==> src/rtl/usb_tx_phy.sv <==
// -----------------------------------------------------------------------------
// usb_tx_phy
//   USB full-speed transmit line encoder. Takes packet bytes over a
//   valid/ready/last handshake and drives the D+/D- pins with SYNC, NRZI
//   encoded bit-stuffed data (LSB first) and EOP at one bit per CLK_DIV clocks.
//
// Parameters
//   CLK_DIV    clocks per USB bit period (must be >= 2)
//
// Ports
//   clk_48mhz  in   system clock
//   reset_n    in   synchronous active-low reset
//   tx_data    in   packet byte, sent LSB first
//   tx_valid   in   tx_data/tx_last valid, held for the whole packet
//   tx_last    in   accepted byte is the final byte of the packet
//   tx_ready   out  one-cycle accept strobe (byte moves on tx_valid && tx_ready)
//   tx_err     out  one-cycle underrun pulse
//   busy       out  high from start of SYNC to end of EOP
//   usb_p_tx   out  D+ drive value (registered)
//   usb_n_tx   out  D- drive value (registered)
//   usb_tx_en  out  pin driver output enable (registered)
// -----------------------------------------------------------------------------
module usb_tx_phy #(
  parameter int CLK_DIV = 4
) (
  input  logic       clk_48mhz,
  input  logic       reset_n,
  input  logic [7:0] tx_data,
  input  logic       tx_valid,
  input  logic       tx_last,
  output logic       tx_ready,
  output logic       tx_err,
  output logic       busy,
  output logic       usb_p_tx,
  output logic       usb_n_tx,
  output logic       usb_tx_en
);

  localparam int             BT_W    = $clog2(CLK_DIV);
  localparam logic [BT_W-1:0] BT_LAST = BT_W'(CLK_DIV - 1);
  localparam logic [BT_W-1:0] BT_ONE  = BT_W'(1);

  typedef enum logic [1:0] {
    ST_IDLE,
    ST_SYNC,
    ST_DATA,
    ST_EOP
  } state_t;

  // Registered state
  state_t          r_state;
  logic [BT_W-1:0] r_bt;
  logic [2:0]      r_bitcnt;    // SYNC bit / last data bit sent / EOP period
  logic [2:0]      r_ones;      // consecutive ones ending with the bit on the line
  logic            r_stuff;     // bit currently on the line is a stuffed 0
  logic            r_eop_pend;  // stuffed bit closes the last byte, EOP follows
  logic [7:0]      r_byte;
  logic            r_last;
  logic            r_p;
  logic            r_n;
  logic            r_en;
  logic            r_busy;

  // Next-state / decode
  state_t          w_state_nxt;
  logic [2:0]      w_bitcnt_nxt;
  logic [2:0]      w_ones_nxt;
  logic            w_stuff_nxt;
  logic            w_eop_pend_nxt;
  logic            w_p_nxt;
  logic            w_n_nxt;
  logic            w_en_nxt;
  logic            w_busy_nxt;
  logic            w_boundary;
  logic            w_ready;
  logic            w_load;
  logic            w_emit;      // put a new NRZI bit on the line at this edge
  logic            w_bit;       // value of that bit before NRZI
  logic [2:0]      w_idx;
  logic            w_fin;
  logic            w_eop_go;

  assign w_boundary = (r_bt == BT_LAST);

  always_comb begin
    w_state_nxt    = r_state;
    w_bitcnt_nxt   = r_bitcnt;
    w_ones_nxt     = r_ones;
    w_stuff_nxt    = r_stuff;
    w_eop_pend_nxt = r_eop_pend;
    w_p_nxt        = r_p;
    w_n_nxt        = r_n;
    w_en_nxt       = r_en;
    w_busy_nxt     = r_busy;
    w_ready        = 1'b0;
    w_load         = 1'b0;
    w_emit         = 1'b0;
    w_bit          = 1'b0;
    w_idx          = r_bitcnt + 3'd1;
    w_fin          = 1'b0;
    w_eop_go       = 1'b0;

    unique case (r_state)
      ST_IDLE: begin
        w_p_nxt        = 1'b1;
        w_n_nxt        = 1'b0;
        w_en_nxt       = 1'b0;
        w_busy_nxt     = 1'b0;
        w_ones_nxt     = 3'd0;
        w_stuff_nxt    = 1'b0;
        w_eop_pend_nxt = 1'b0;
        w_bitcnt_nxt   = 3'd0;
        if (tx_valid) begin
          // First SYNC bit (a 0) goes out on the next edge: J -> K.
          w_state_nxt = ST_SYNC;
          w_en_nxt    = 1'b1;
          w_busy_nxt  = 1'b1;
          w_emit      = 1'b1;
          w_bit       = 1'b0;
        end
      end

      ST_SYNC: begin
        if (w_boundary) begin
          if (r_bitcnt != 3'd7) begin
            w_emit       = 1'b1;
            w_bit        = (r_bitcnt == 3'd6);
            w_bitcnt_nxt = w_idx;
          end else begin
            w_ready = 1'b1;
            if (tx_valid) begin
              // SYNC ends with a single 1, so no stuff can be due here.
              w_load       = 1'b1;
              w_state_nxt  = ST_DATA;
              w_emit       = 1'b1;
              w_bit        = tx_data[0];
              w_bitcnt_nxt = 3'd0;
            end else begin
              w_eop_go = 1'b1;
            end
          end
        end
      end

      ST_DATA: begin
        if (w_boundary) begin
          w_fin = r_stuff ? r_eop_pend : ((r_bitcnt == 3'd7) && r_last);
          // Byte load is tied to data bit 7, never to a stuffed bit.
          if (!r_stuff && (r_bitcnt == 3'd7) && !r_last) begin
            w_ready = 1'b1;
            if (tx_valid) begin
              w_load = 1'b1;
            end else begin
              w_eop_go = 1'b1;
            end
          end
          if (!w_eop_go) begin
            if (!r_stuff && (r_ones == 3'd6)) begin
              w_emit         = 1'b1;
              w_bit          = 1'b0;
              w_stuff_nxt    = 1'b1;
              w_eop_pend_nxt = w_fin;
            end else if (w_fin) begin
              w_eop_go = 1'b1;
            end else begin
              // After bit 7 the index wraps to 0; a byte loaded this cycle
              // is not in r_byte yet, so take its bit 0 straight from the port.
              w_emit       = 1'b1;
              w_bit        = w_load ? tx_data[0] : r_byte[w_idx];
              w_stuff_nxt  = 1'b0;
              w_bitcnt_nxt = w_idx;
            end
          end
        end
      end

      ST_EOP: begin
        // Periods 0 and 1 are SE0, period 2 is J, then release the bus.
        if (w_boundary) begin
          if (r_bitcnt == 3'd2) begin
            w_state_nxt  = ST_IDLE;
            w_bitcnt_nxt = 3'd0;
            w_p_nxt      = 1'b1;
            w_n_nxt      = 1'b0;
            w_en_nxt     = 1'b0;
            w_busy_nxt   = 1'b0;
          end else begin
            w_bitcnt_nxt = w_idx;
            if (r_bitcnt == 3'd1) begin
              w_p_nxt = 1'b1;
              w_n_nxt = 1'b0;
            end
          end
        end
      end

      default: begin
        w_state_nxt = ST_IDLE;
      end
    endcase

    if (w_eop_go) begin
      w_state_nxt    = ST_EOP;
      w_bitcnt_nxt   = 3'd0;
      w_stuff_nxt    = 1'b0;
      w_eop_pend_nxt = 1'b0;
      w_p_nxt        = 1'b0;
      w_n_nxt        = 1'b0;
    end

    // NRZI: a 0 toggles J/K, a 1 holds the line.
    if (w_emit) begin
      if (!w_bit) begin
        w_p_nxt = ~r_p;
        w_n_nxt = ~r_n;
      end
      w_ones_nxt = w_bit ? (r_ones + 3'd1) : 3'd0;
    end
  end

  always_ff @(posedge clk_48mhz) begin
    if (!reset_n) begin
      r_state    <= ST_IDLE;
      r_bt       <= '0;
      r_bitcnt   <= 3'd0;
      r_ones     <= 3'd0;
      r_stuff    <= 1'b0;
      r_eop_pend <= 1'b0;
      r_last     <= 1'b0;
      r_p        <= 1'b1;
      r_n        <= 1'b0;
      r_en       <= 1'b0;
      r_busy     <= 1'b0;
    end else begin
      r_state    <= w_state_nxt;
      r_bitcnt   <= w_bitcnt_nxt;
      r_ones     <= w_ones_nxt;
      r_stuff    <= w_stuff_nxt;
      r_eop_pend <= w_eop_pend_nxt;
      r_p        <= w_p_nxt;
      r_n        <= w_n_nxt;
      r_en       <= w_en_nxt;
      r_busy     <= w_busy_nxt;
      if ((r_state == ST_IDLE) || w_boundary) begin
        r_bt <= '0;
      end else begin
        r_bt <= r_bt + BT_ONE;
      end
      if (w_load) begin
        r_last <= tx_last;
      end
    end
  end

  // Byte shifter holds data only; it is always loaded before use.
  always_ff @(posedge clk_48mhz) begin
    if (w_load) begin
      r_byte <= tx_data;
    end
  end

  assign tx_ready  = w_ready;
  assign tx_err    = w_ready && !tx_valid;
  assign busy      = r_busy;
  assign usb_p_tx  = r_p;
  assign usb_n_tx  = r_n;
  assign usb_tx_en = r_en;

endmodule

==> config.mk <==
export PLATFORM = sky130hd
export DESIGN_NAME = usb_tx_phy
export DESIGN_NICKNAME = d
export VERILOG_FILES = /design/src/rtl/usb_tx_phy.sv
export SDC_FILE = /design/constraint.sdc
export NUM_CORES = 1
export LEC_CHECK = 0
export CORE_AREA = 2 2 75 77
export CTS_BUF_LIST = sky130_fd_sc_hd__clkbuf_8 sky130_fd_sc_hd__clkbuf_16
export CTS_CLUSTER_SIZE = 30
export DETAILED_ROUTE_END_ITERATION = 6
export DIE_AREA = 0 0 77 79
export SYNTH_ARGS = -nofsm -noshare
export SYNTH_HDL_FRONTEND = slang
export SYNTH_SLANG_ARGS = --single-unit
==> constraint.sdc <==
create_clock -name clk_48mhz -period 2.8 [get_ports clk_48mhz]
set_input_delay 0.56 -clock clk_48mhz [delete_from_list [all_inputs] [get_ports clk_48mhz]]
set_output_delay 0.56 -clock clk_48mhz [all_outputs]
set_load 0.02 [all_outputs]
# == Word-level counts from Yosys, hierarchy flattened ==
# Index checks and enable logic that the tools add are counted.
# classes
mux,90
eq_ne,26
bitwise_logic,3
n_reduce_logical,21
addsub,3
order_cmp,1
# ops
operator,n
1-bit 2-to-1 mux,58
3-bit 2-to-1 mux,12
3-bit != test (second input constant),9
1-bit case mux with 2 select lines,9
2-bit != test (second input constant),8
2-bit 2-to-1 mux,7
7-bit AND reduction,2
3-bit case mux with 4 select lines,1
3-bit equality test (second input constant),3
4-bit AND reduction,2
3-bit by 1-bit adder with 3-bit output (second input constant),2
2-bit equality test (second input constant),3
2-bit case mux with 3 select lines,1
2-bit nonzero test,3
1-bit logical AND,5
3-bit by 4-bit < comparator with 1-bit output (second input constant),1
4-bit nonzero test,1
2-bit OR reduction,2
1-bit binary-select mux with 3-bit select,1
3-bit by 1-bit equality test with 1-bit output (second input constant),1
3-bit by 2-bit equality test with 1-bit output (second input constant),1
1-bit zero test,3
1-bit NOT,3
1-bit case mux with 3 select lines,1
other kinds (5),5
# word_totals
word_cells,155
ff_bits,24
out_inout_bits,6
inputBits,12

# == Longest topological paths before layout ==
# Gate-level depths: netlist (run 1).
# logic_depth
word_depth,14
mapped_depth,8
depth_no_buf,7

# == Worst setup path before layout (run 1) ==
# OpenSTA, ideal clock, no wires.
# synth_timing
path_type,register to register
from,register r_state[0]
to,register r_last
path_buffers,1
slack_ns,0.604
stages_incl_launch_ff,9
period_less_slack_ns,2.196
t_arrival_ns,2.078
setup_time_ns,0.119
required_time_ns,2.681
path_cell_list,dfxtp_1 -> inv_1 -> ha_1 -> buf_2 -> o21a_1 -> nor3_1 -> and2_1 -> mux2i_1 -> nor2_1
# synth_via
elab_chain_cells,2
elab_cells_between_ends,3
# synth_lines
element,line_no,text
from (decl),51,state_t r_state;
from (signal assigned),235,r_state <= w_state_nxt;
2-bit equality test / 2-bit by 1-bit equality test with 1-bit output (equally long branches),103,unique case (r_state)
1-bit case mux with 2 select lines (*),103,
via w_load,76,logic w_load;
to (signal assigned),250,r_last <= tx_last;
to (decl),58,logic r_last;
# Mark *: on every way through the listed nets, which the timed path passes. The rest lies on a longest branch.
# A chain may end at the register's enable or synchronous reset.

# == Worst setup path in the final report (run 1) ==
# layout_timing
from,register r_state[1]
to,output port tx_err
# layout_via
elab_chain_cells,3
elab_cells_between_ends,4
# layout_lines
element,line_no,text
2-bit equality test / 2-bit by 1-bit equality test with 1-bit output (equally long branches),103,
1-bit case mux with 2 select lines (*),103,
1-bit logical AND (*),263,assign tx_err = w_ready && !tx_valid;
to (decl),32,"output logic tx_err,"
# Every way passes the cells marked *; elsewhere a longest branch is shown, timed or not.

==> results.cfg, run 1 <==
[run_status]
status = finished clean

[timing]
final.period_utilization_pct = 83.9
skew_ps = 10.6
hold_violations = 0
drv_slew = 0
holdWs_ps = 435
final.setup.tns_ps = 0
fmax_ghz = 0.426
relSlewSlack_pct = 65.8
finalWorstPathRequiredPeriod_ps = 2350
rsz0062_at_grt = no
setup_viol = 0
worstMarginPinSlew_ps = 506

[finish]
antenna_cells = 0
nets = 207
layout-drive-gt1-share_pct = 8.20
nFillCells = 595
area_growth_syn_to_layout_pct = 19.4
fin_util_pct = 34.2

[placement]
port_buffers = 17
dp_hpwl_mm = 2.50
globalplace.congestion = 0.904

[setup_path]
cp-start-kind = register
crit_fanout = 6
path_class = register to output pin
path_buf_inv = 2
cp_top_family = simple AND/OR/NAND/NOR gates
crit_chain = inv_1 -> ha_1 -> nand2_1 -> nor4_1 -> dlymetal6s2s_1
reg2regPathDepth = 8
slowest_stage = dfxtp_1
worstPathRequired_ps = 2240
reg2reg_slack_ps = 510
endpoint_kind = output pin
crit_arrival_ps = 1790
r2r_end = usb_p_tx$_SDFF_PN1_
rr_startpoint = r_bitcnt[1]$_SDFFE_PP0P_
critPathMaxStageDelay_ps = 400

[power]
ir_worst_vdd_v = 0.000279
powerDensity_nw_per_um2 = 447
power.leakage_nw = 0.701

[route]
wire_per_inst_microns = 13.0
wirelength_mm = 3.32
antenna_left = 0
drt_iter0_drc = 83
vias = 1266
avgViaCountPerCell = 4.96
drc_errors = 0
firstDrtPassIters = 6

[floorplan]
dieHeight_microns = 79
die-area_sq_um = 6080
core_area_sq_um = 5340
die_w_microns = 77
num_io_pins = 18
start_util_pct = 28.6
placementRows = 27

[global_route]
grt.met1_usage_pct = 16.4
met2_usage_pct = 17.6
grt_pass1_vias = 1157
grt_use_met3_pct = 2.16
grt_pass1_wl_mm = 5.68
track_usage_pct = 11.9
busiest_layer = met2
gr-total-overflow = 0
antenna_found_initial = 0
grt_max_degree = 14

[yosys]
synth.avg_cell_area_sq_um = 9.26
ys_seq_area_share_pct = 36.7
yosys_warnings = 0
synth.distinct_cells = 47
synth-seq-cells = 24
netlist_instances = 165
netlist_area_sq_um = 1530
synthFlopType = dfxtp_1
async_flop_share_pct = 0
synth_edf_count = 8
syn_nets = 188

[clock_network]
clk_pin_slew_ps = 80
cts_num_sinks = 24
numCtsBuffers = 3
root_buffer = clkbuf_8
insertion_delay_ps = 280
clock_path_buffers = 2
cts_setup_buffers = 0
cts_tree = done
htree_levels = 1

[run]
drv_cap = 0

[worst_hold_path]
whs_endpoint = r_bt[0]$_SDFF_PP0_
hp-class = register to register
holdCritStartpoint = r_bt[0]$_SDFF_PP0_
min_path_cells = 1
[per-stage QoR]
stage	total power [mW]	instance area [sq um]	setup slack [ps]	std cells
global placement	0.609	1770	312	251
floorplan	0.540	1530	604	165
detailed placement	0.609	1770	319	251
global route	0.865	1820	295	255
finish	0.815	1820	450	255
CTS	0.820	1820	30.0	255
[final cells by class]
type	instances	area, sq um	share of cell area (%)
Sequential cell	24	561	30.7
Timing Repair Buffer	21	205	11.2
Multi-Input combinational cell	121	875	47.9
Clock buffer	3	41.3	2.26
Inverter	13	48.8	2.67
Tap cell	72	90.1	4.94
Clock inverter	1	3.75	0.206
[worst register-to-register path: stages (launching register included)]
cell and delay (ps):
dfxtp_1 380, ha_1 170, ha_1 270, buf_4 170, nor2b_1 280, a22oi_1 220, a21oi_1 290, and2b_1 270
mux2i_1 130
[repair_timing]
action                     in CTS  in global routing
hold buffers                    0                  0
gates resized for setup         0                  2
setup endpoints to repair       0                  2
[synthesized netlist by cell type, drive strengths merged (2+ instances only)]
cell type	instances	area share, %
a211o	3	1.7
a21o	2	0.98
a21oi	12	3.9
a22oi	3	1.5
a311oi	2	1.1
a31oi	3	1.2
and2	2	0.82
and3	2	0.82
buf	5	2.4
clkbuf	2	0.49
dfxtp	16	21
edfxtp	8	16
ha	11	9.0
inv	13	3.2
mux2	5	3.9
mux2i	6	3.9
nand2	9	2.2
nand2b	6	2.5
nand3	2	0.66
nor2	10	2.5
nor2b	3	1.2
nor3	3	0.98
nor3b	2	0.98
nor4	3	1.2
o21ai	10	3.3
o31ai	2	0.98
or2	2	0.82
or3	2	0.82
[power by group]
group | internal, mW | switching (mW)
combinational | 0.0972 | 0.118
clock | 0.0984 | 0.114
sequential | 0.375 | 0.0117
[how the worst max path moves through the flow]
stage	from	end	slack [ps]	depth (start not counted)
2_1_floorplan	r_state[0]$_SDFFE_PN0P_	r_last$_SDFFE_PN0P_	600	8
3_3_place_gp	tx_valid	tx_err	310	3
3_5_place_dp	tx_valid	tx_err	320	3
4_1_cts	r_state[1]$_SDFFE_PN0P_	tx_err	30	5
5_1_grt	r_state[1]$_SDFFE_PN0P_	tx_ready	300	5
6_report	r_state[1]$_SDFFE_PN0P_	tx_err	450	5
[cells in the final DEF, fill, tap and decap left out, types with 2 or more instances in the layout]
cell / n
a211o_1: 3
a21o_1: 2
a21oi_1: 12
a22oi_1: 3
a311oi_1: 2
a31oi_1: 3
and2_1: 2
and3_1: 2
buf_4: 4
clkbuf_8: 3
clkdlybuf4s50_1: 15
dfxtp_1: 16
dlymetal6s2s_1: 2
edfxtp_1: 8
ha_1: 11
inv_1: 14
mux2_2: 4
mux2i_1: 6
nand2_1: 9
nand2b_1: 6
nand3_1: 2
nor2_1: 10
nor2b_1: 3
nor3_1: 3
nor3b_1: 2
nor4_1: 3
o21ai_0: 10
o31ai_1: 2
or2_2: 2
or3_1: 2
[layer usage]
metal,vias to the layer above,share of wire [%]
li1,644,-
met1,591,50
met2,25,44
met3,6,3.5
met4,0,2.6
met5,-,0
[state kept, by name, summed over array words and instances, names as in the netlist]
name / flops
r_byte: 8
r_bitcnt: 3
r_ones: 3
r_bt: 2
r_state: 2
busy: 1
r_eop_pend: 1
r_last: 1
r_stuff: 1
usb_n_tx: 1
usb_p_tx: 1
[cells by family after synthesis]
logic type               after synthesis  synth area share (%)
AO/OA/AOI/OAI                         48                  22.3
adder cells (fa/ha/maj)               11                  9.01
AND/OR/NAND/NOR                       51                  18.1
flip-flops                            24                  36.7
multiplexers                          11                  7.86
buffers and inverters                 20                  6.06
(Power assumes the default switching activity.)
==> inputs of run 2 (changes only) <==
==> constraint.sdc (replaced) <==
create_clock -name clk_48mhz -period 2.3 [get_ports clk_48mhz]
set_input_delay 0.46 -clock clk_48mhz [delete_from_list [all_inputs] [get_ports clk_48mhz]]
set_output_delay 0.46 -clock clk_48mhz [all_outputs]
set_load 0.02 [all_outputs]
==> run 2 against run 1 <==
Net effect:
- critical path type is now register to register
- non-clock buffer count rose by 8
- combinational power up 26%
- power grew 22%
- sequential share of layout area decreased by 0.80 points
- count of clock-buffer cells in the layout did not move
- sequential power up 22%
- die area stayed put
- clock skew is 6.7 ps lower
- via count grew 2.3%
- flip-flop and latch count did not move
- first-iteration DRC count is 27% higher
==> results.cfg, run 2 (same netlist as run 1, synthesis figures left out) <==
[finish]
layout-drive-gt1-share_pct = 14.1
fin_util_pct = 35.1
largest_register_ffs = 8
nFillCells = 572
layout_commonest_cell = dfxtp_1
nets = 215
final_cell_mix = 16 x dfxtp_1, 15 x clkdlybuf4s50_1, 14 x inv_1
top_regs = r_byte x8, r_bitcnt x3, r_ones x3
max_flop_register = r_byte
area_growth_syn_to_layout_pct = 22.6
final-instance-count-excl-fill = 263
multiInputGateArea_sq_um = 878
seq_area_sq_um = 561
design_area_sq_um = 1870
antenna_cells = 0

[timing]
rsz0062_at_grt = no
fmax_ghz = 0.461
final.period_utilization_pct = 94.4
worstMarginPinSlew_ps = 496
relSlewSlack_pct = 66.6
setup_viol = 0
skew_ps = 3.96
drv_slew = 0
finalWorstPathRequiredPeriod_ps = 2170
hold_violations = 0
holdWs_ps = 434
final.setup.tns_ps = 0

[route]
wire_per_inst_microns = 12.5
vias = 1295
drc_errors = 0
antenna_left = 0
drt_iter0_drc = 105
firstDrtPassIters = 4
wirelength_mm = 3.30
avgViaCountPerCell = 4.92

[floorplan]
core_area_sq_um = 5340
die_w_microns = 77
num_io_pins = 18
dieHeight_microns = 79
start_util_pct = 28.6
placementRows = 27
die-area_sq_um = 6080

[setup_path]
critPathMaxStageDelay_ps = 400
crit_chain = buf_4 -> inv_1 -> ha_1 -> nor2b_1 -> a222oi_1 -> a211o_1 -> and2b_2 -> mux2i_1
slowest_stage = a222oi_1
crit_fanout = 8
worstPathRequired_ps = 2500
path_buf_inv = 2
crit_arrival_ps = 2370
endpoint_kind = register
path_class = register to register
cp_top_family = compound AO/OA/AOI/OAI gates
cp-start-kind = register

[global_route]
antenna_found_initial = 0
track_usage_pct = 11.7
gr-total-overflow = 0
grt_max_degree = 14
grt_pass1_vias = 1179
grt_pass1_wl_mm = 5.74

[placement]
place_area_sq_um = 1830
dp_hpwl_mm = 2.55
placedCellCount = 259
port_buffers = 17
globalplace.congestion = 0.858

[clock_network]
clk_pin_slew_ps = 80
hold_buffers = 0
cts_tree = done
root_buffer = clkbuf_8
htree_levels = 1
insertion_delay_ps = 270
cts_num_sinks = 24
clock_path_buffers = 2
cts_setup_buffers = 0
numCtsBuffers = 3

[power]
p_int_mw = 0.699
pwr-share-comb_pct = 27.1
swShare_pct = 29.6
powerDensity_nw_per_um2 = 531
pwr-share-clk_pct = 25.5
power.leakage_nw = 0.703
ir_worst_vdd_v = 0.000216
seqPwrFrac_pct = 47.3
p_sw_mw = 0.294

[worst_hold_path]
hp-class = register to register

[run]
drv_cap = 0

[run_status]
status = finished clean
## run 2: cell count changes in the layout (fill, tap and decap cells not counted)
cell | before | now
ha_1 | 11 | 10
and2b_2 | 0 | 1
ha_2 | 0 | 1
clkbuf_2 | 0 | 2
and2b_1 | 1 | 0
dlymetal6s2s_1 | 2 | 0
buf_4 | 4 | 12
## run 2: per-layer routing
| metal | track usage [%] | vias to the layer above | routed length [microns] |
|---|---|---|---|
| li1 | - | 655 | - |
| met1 | 16.3 | 612 | 1640 |
| met2 | 18.3 | 23 | 1530 |
| met3 | 2.05 | 5 | 92 |
| met4 | 3.75 | 0 | 38 |
| met5 | 0 | - | 0 |
## run 2: timing repair
action / 4_1_cts / 5_1_grt
resized for setup: 2 / 8
cloned: 0 / 0
endpoints found under the hold margin: 0 / 0
pin swaps: 0 / 4
setup endpoints to repair: 2 / 5
## run 2: final timing paths
kind | depth (start not counted) | start | end | slack [ps]
setup / recovery | 8 | r_bitcnt[0]$_SDFFE_PP0P_ | usb_n_tx$_SDFF_PN0_ | 130
hold / removal | 1 | r_bt[0]$_SDFF_PP0_ | r_bt[0]$_SDFF_PP0_ | 430
setup reg to reg | 8 | r_bitcnt[0]$_SDFFE_PP0P_ | usb_n_tx$_SDFF_PN0_ | 130
hold reg to reg | 1 | r_bt[0]$_SDFF_PP0_ | r_bt[0]$_SDFF_PP0_ | 430
## run 2: power groups by stage
stage / clock network (mW) / logic [mW] / registers (mW)
global placement: 0 / 0.263 / 0.480
floorplan: 0 / 0.168 / 0.489
detailed placement: 0 / 0.266 / 0.481
finish: 0.254 / 0.270 / 0.470
CTS: 0.262 / 0.267 / 0.471
global route: 0.280 / 0.296 / 0.474
## run 2: metrics by stage
step	setup WS, ps	power [mW]
after global routing	13.3	1.05
after detailed placement	-9.18	0.747
after floorplan	104	0.657
after global placement	18.5	0.744
after CTS	53.7	1.00
final	129	0.994
## run 2: layout make-up
cell class                      instances  area share [%]
Multi-Input combinational cell        121            46.9
Sequential cell                        24            29.9
Timing Repair Buffer                   29            13.4
Tap cell                               72            4.81
Inverter                               13            2.61
Clock buffer                            3            2.20
Clock inverter                          1           0.200
